[src/rtl/sync_event_collector.sv]
// sync_event_collector
// Destination-side receiver for toggle events crossing into the CLK domain.
// Each channel synchronises an asynchronous toggle line through a flop chain
// and turns every transition into a one-cycle pulse. Pulses are counted per
// channel so that bursts queue up. Pending events are offered one at a time
// on a valid/ready port, and channels are served round-robin.
//
// Ports:
//   CLK          destination clock
//   RST          asynchronous active-high reset
//   sToggle      per-channel toggle lines, asynchronous to CLK
//   dPulse       per-channel one-cycle event pulse (combinational)
//   evValid      registered: an event is offered
//   evChan       registered: channel of the offered event
//   evReady      consumer accepts the offered event
//   overflow     sticky per-channel flag: event dropped at a saturated counter
//   clrOverflow  synchronous clear for the matching overflow bits
module sync_event_collector #(
  parameter int CHANNELS = 4,
  parameter int STAGES   = 2,
  parameter int CNTW     = 3,
  localparam int CW      = (CHANNELS > 1) ? $clog2(CHANNELS) : 1
) (
  input  logic                CLK,
  input  logic                RST,
  input  logic [CHANNELS-1:0] sToggle,
  output logic [CHANNELS-1:0] dPulse,
  output logic                evValid,
  output logic [CW-1:0]       evChan,
  input  logic                evReady,
  output logic [CHANNELS-1:0] overflow,
  input  logic [CHANNELS-1:0] clrOverflow
);

  typedef enum logic {ST_IDLE, ST_OFFER} state_t;

  localparam logic [CNTW-1:0] CNT_MAX   = {CNTW{1'b1}};
  localparam logic [CNTW-1:0] CNT_ONE   = CNTW'(1);
  localparam logic [CW-1:0]   LAST_CHAN = CW'(CHANNELS - 1);
  localparam logic [CW:0]     NUM_CHAN  = (CW + 1)'(CHANNELS);

  logic [CHANNELS-1:0] r_sync [STAGES];
  logic [CHANNELS-1:0] r_edge;
  logic [CNTW-1:0]     r_cnt [CHANNELS];
  logic [CW-1:0]       r_rr;
  state_t              r_state;

  state_t              w_stateNext;
  logic                w_accept;
  logic [CHANNELS-1:0] w_dec;
  logic [CHANNELS-1:0] w_avail;
  logic [CW-1:0]       w_chanPlus1;
  logic [CW-1:0]       w_base;
  logic                w_found;
  logic [CW-1:0]       w_foundChan;
  logic                w_validNext;
  logic [CW-1:0]       w_chanNext;
  logic [CW-1:0]       w_rrNext;

  // Synchroniser chain followed by the edge flop that remembers the last
  // synchronised level, so a level change shows up as a single pulse.
  always_ff @(posedge CLK or posedge RST) begin
    if (RST) begin
      for (int s = 0; s < STAGES; s++) r_sync[s] <= '0;
      r_edge <= '0;
    end else begin
      r_sync[0] <= sToggle;
      for (int s = 1; s < STAGES; s++) r_sync[s] <= r_sync[s-1];
      r_edge <= r_sync[STAGES-1];
    end
  end

  assign dPulse   = r_sync[STAGES-1] ^ r_edge;
  assign w_accept = evValid && evReady;

  // A channel is offerable if it still has a pending event once this cycle's
  // accept is taken off. This cycle's increments are deliberately ignored.
  always_comb begin
    w_dec   = '0;
    w_avail = '0;
    for (int i = 0; i < CHANNELS; i++) begin
      w_dec[i]   = w_accept && (evChan == CW'(i));
      w_avail[i] = (r_cnt[i] != '0) && !(w_dec[i] && (r_cnt[i] == CNT_ONE));
    end
  end

  // Pending counters and sticky overflow. Increment and decrement in the
  // same cycle cancel out, even at saturation. Setting overflow wins
  // over clearing it.
  always_ff @(posedge CLK or posedge RST) begin
    if (RST) begin
      for (int i = 0; i < CHANNELS; i++) r_cnt[i] <= '0;
      overflow <= '0;
    end else begin
      for (int i = 0; i < CHANNELS; i++) begin
        if (dPulse[i] && !w_dec[i]) begin
          if (r_cnt[i] != CNT_MAX) r_cnt[i] <= r_cnt[i] + CNT_ONE;
        end else if (!dPulse[i] && w_dec[i]) begin
          r_cnt[i] <= r_cnt[i] - CNT_ONE;
        end
        if (dPulse[i] && !w_dec[i] && (r_cnt[i] == CNT_MAX)) overflow[i] <= 1'b1;
        else if (clrOverflow[i])                              overflow[i] <= 1'b0;
      end
    end
  end

  // After an accept, the search starts just past the channel just served.
  // This is what makes the service order round-robin.
  assign w_chanPlus1 = (evChan == LAST_CHAN) ? '0 : evChan + CW'(1);
  assign w_base      = w_accept ? w_chanPlus1 : r_rr;

  // Wrapping priority search. The loop scans from the far end so that the
  // last hit written is the nearest one to w_base.
  always_comb begin
    logic [CW:0] idx;
    idx         = '0;
    w_found     = 1'b0;
    w_foundChan = '0;
    for (int k = CHANNELS - 1; k >= 0; k--) begin
      idx = {1'b0, w_base} + (CW + 1)'(k);
      if (idx >= NUM_CHAN) idx = idx - NUM_CHAN;
      if (w_avail[idx[CW-1:0]]) begin
        w_found     = 1'b1;
        w_foundChan = idx[CW-1:0];
      end
    end
  end

  // Output FSM: state register together with the registered offer outputs.
  always_ff @(posedge CLK or posedge RST) begin
    if (RST) begin
      r_state <= ST_IDLE;
      evValid <= 1'b0;
      evChan  <= '0;
      r_rr    <= '0;
    end else begin
      r_state <= w_stateNext;
      evValid <= w_validNext;
      evChan  <= w_chanNext;
      r_rr    <= w_rrNext;
    end
  end

  // Output FSM: next state.
  always_comb begin
    w_stateNext = r_state;
    case (r_state)
      ST_IDLE:  if (w_found) w_stateNext = ST_OFFER;
      ST_OFFER: if (w_accept && !w_found) w_stateNext = ST_IDLE;
      default:  w_stateNext = ST_IDLE;
    endcase
  end

  // Output FSM: next offer. An offer that is not accepted is held unchanged.
  always_comb begin
    w_validNext = evValid;
    w_chanNext  = evChan;
    w_rrNext    = r_rr;
    case (r_state)
      ST_IDLE: begin
        if (w_found) begin
          w_validNext = 1'b1;
          w_chanNext  = w_foundChan;
        end
      end
      ST_OFFER: begin
        if (w_accept) begin
          w_rrNext    = w_chanPlus1;
          w_validNext = w_found;
          if (w_found) w_chanNext = w_foundChan;
        end
      end
      default: w_validNext = 1'b0;
    endcase
  end

endmodule

[config.mk]
export PLATFORM = sky130hd
export DESIGN_NAME = sync_event_collector
export DESIGN_NICKNAME = d
export VERILOG_FILES = /design/src/rtl/sync_event_collector.sv
export SDC_FILE = /design/constraint.sdc
export NUM_CORES = 1
export LEC_CHECK = 0
export BUFFER_PORTS_ARGS = -buffer_cell sky130_fd_sc_hd__buf_2
export CAP_MARGIN = 0
export CORE_MARGIN = 3
export CORE_UTILIZATION = 38
export CTS_CLUSTER_SIZE = 16
export DETAILED_ROUTE_END_ITERATION = 12
export PLACE_DENSITY = 0.6
export SYNTH_ARGS = -nofsm -noshare
export SYNTH_HDL_FRONTEND = slang
export SYNTH_SLANG_ARGS = --single-unit
[constraint.sdc]
create_clock -name CLK -period 1.8 [get_ports CLK]
set_input_delay 0.27 -clock CLK [delete_from_list [all_inputs] [get_ports CLK]]
set_output_delay 0.27 -clock CLK [all_outputs]
set_load 0.03 [all_outputs]
==> results.cfg <==
[clock_tree]
cts_tree = built
cts_buffers = 5
worstSkewPairLatency_ns = 0.28
cts_buffer_depth = 2
cts.sinks = 34
htreeDepth = 2
cts.clk_slew.worst_paths_ns = 0.07
cts_hold_buf = 0
root_buffer = clkbuf_8

[synth]
synth-adder-area-share_pct = 15.39
post_synth_and_or_nand_nor_area_fraction_pct = 12.25
yosys.area.top_type = dfrtp_1
yosysWarnings = 0
postSynth.asyncResetShare_pct = 100.0
synth_mux_area_share_pct = 3.400
synthTopCellsByCount = 34 x dfrtp_1, 26 x o21ai_0, 24 x ha_1, 19 x inv_1, 17 x nand3_1
yosysTopAreaCellShare_pct = 43.62
post-synth-top-count-cell = dfrtp_1
synth_xor_area_share_pct = 3.592
yosysUniqueCellTypes = 32
ys_top_cells_by_area = dfrtp_1 44%, ha_1 15%, o21ai_0 6.7%
yosysSeqAreaShare_pct = 43.62
synth_edf_count = 0
synth_area_mm2 = 0.001951
synth_compound_area_share_pct = 17.32
synthesis.nets = 228
synth_cells = 193
postSynthAreaPerCell_um2 = 10.11
synth_top_family_by_area = compound AO/OA/AOI/OAI gates
ys_ff_latch = 34
synth-main-ff-cell = dfrtp_1

[critical_path]
reg2reg_slack_ns = 0.05
rr_startpoint = evChan[0]
startpoint_type = flip-flop
path_max_fanout = 5
rr_worst_depth = 6
r2r-end = evChan[1]
required_ns = 1.97
crit_type = flip-flop to flip-flop
cp-end-kind = flip-flop
cp_data_arrival_time_ns = 1.92

[floorplanning]
ioPinCount = 22
fp-row-count = 25
initial_core_util_pct = 40.23
dieWidth_um = 77.65
die_height_um = 77.65
design.die.area_mm2 = 0.006029
coreArea_mm2 = 0.004848

[sta]
clock.fmax_mhz = 571.5
rsz0062_at_grt = yes
setup_tns_ns = 0
slew_viol_final = 0
min_period_ns = 1.750
min_period_over_period_pct = 97.22
worstMarginPinSlew_ns = 0.4303
hold_ws_ns = 0.07344
slew_headroom_pct = 71.31
hold_violations = 0
fin_skew_ns = 0.002863
setup_viol = 0

[drt]
route.detailed.drc = 0
vias = 1476
wl_per_cell_um = 12.40
dr.pass1.iters = 4
ant_nets = 0
drt_iter0_markers = 72
drt-total-wl_mm = 3.608
via_per_inst = 5.072

[global_route]
globalRouteTotalUtil_pct = 13.20
grt_pass1_vias = 1441
grt_pass1_wl_mm = 6.541
antenna_found_initial = 0
grt_max_degree = 35
grt-ovfl-total = 0

[cells_and_area]
final_util_pct = 47.51
fin_area_mm2 = 0.002303
num_antenna_cells = 0
syn2layout_area_growth_pct = 18.09
ff_latch_area_um2 = 853.3
fin_nets = 258
n_fill_cell = 432
drive_gt1_share_pct = 25.00
multi_input_area_mm2 = 0.001069

[place]
numPortBuffers = 21
placed_area_mm2 = 0.002133
dp_hpwl_mm = 2.581
place_congestion = 0.8137

[hold_path]
worstHoldPathType = primary input to async pin

[power_and_ir_drop]
p_per_area_mw_per_mm2 = 1636
p_leak_nw = 1.049
irDropWorstVdd_mv = 0.5796

[flow_run]
maxCapViolations = 0

[status]
status = finished, final reports clean
==> area by class of cell <==
class / count / share of cell area [%]
flip-flops and latches: 34 / 37.05
inverters: 19 / 3.096
repair buffers: 25 / 5.866
multi-input cells: 138 / 46.39
clock inverters: 1 / 0.2173
well taps: 67 / 3.639
clock buffers: 7 / 3.748
==> placed cells by master (no fill, tap or decap), types with 3 or more instances in the layout <==
cell type / instances
o21ai_0: 26
xnor2_1: 7
o21ai_1: 4
nor2_2: 4
clkbuf_8: 6
a21oi_1: 12
or3_1: 3
nor2_1: 4
buf_4: 4
nand3_1: 17
ha_1: 21
inv_1: 18
buf_2: 21
a41oi_2: 5
dfrtp_1: 32
nand2_1: 4
o22ai_1: 4
and3_1: 4
==> through the flow <==
step	std cells	power, mW	setup WS, ns
floorplan	193	2.636	0.01481
global placement	280	3.014	0.02843
detailed placement	280	3.035	-0.004166
CTS	288	3.632	0.005971
global route	291	4.107	-0.02129
finish	291	3.769	0.05012
==> flip-flops by register name, indices dropped and copies added (netlist names) <==
| register | count |
|---|---|
| r_cnt | 12 |
| r_rr | 2 |
| evValid | 1 |
| r_sync | 8 |
| r_edge | 4 |
| r_state | 1 |
| overflow | 4 |
| evChan | 2 |
==> report_power, final <==
part | switching (mW) | total (mW) | internal, mW
combinational | 1.10 | 1.93 | 0.835
sequential | 0.245 | 1.26 | 1.02
clock | 0.268 | 0.576 | 0.308
total | 1.61 | 3.77 | 2.16
==> timing repair <==
item                       in CTS  in global routing
pin swaps                       1                  3
gates resized for setup         1                 11
buffers inserted                0                  3
setup endpoints to repair       1                  6
==> critical path: stages, from the launching register on <==
cell and delay, ns:
dfrtp_2 0.43, inv_1 0.15, ha_2 0.23, a41oi_2 0.15, nor2_2 0.19, a41oi_2 0.20, a41o_1 0.29
==> routing by layer <==
layer,track usage (%),up-vias,wire (um)
li1,-,749,-
met1,17.08,691,1712
met2,21.83,30,1738
met3,2.784,6,105
met4,4.448,0,51
met5,0,-,0
==> worst max path at each step <==
| stage | start | endpoint |
|---|---|---|
| floorplan | evChan[1] | evChan[0] |
| global placement | evChan[1] | evChan[1] |
| detailed placement | evChan[1] | evChan[1] |
| CTS | evChan[1] | evChan[1] |
| global route | evChan[0] | evChan[1] |
| finish | evChan[0] | evChan[1] |
==> cell families (layout without fill, tap and decap cells) <==
kind of cell    count (synthesis)  in the layout
compound gates                 56             56
simple gates                   45             45
flops                          34             34
fa+ha+maj                      24             24
buf+inv                        21             52
xor+xnor                        8              8
mux                             5              5
Note: power is estimated with default switching activity, not from simulation.
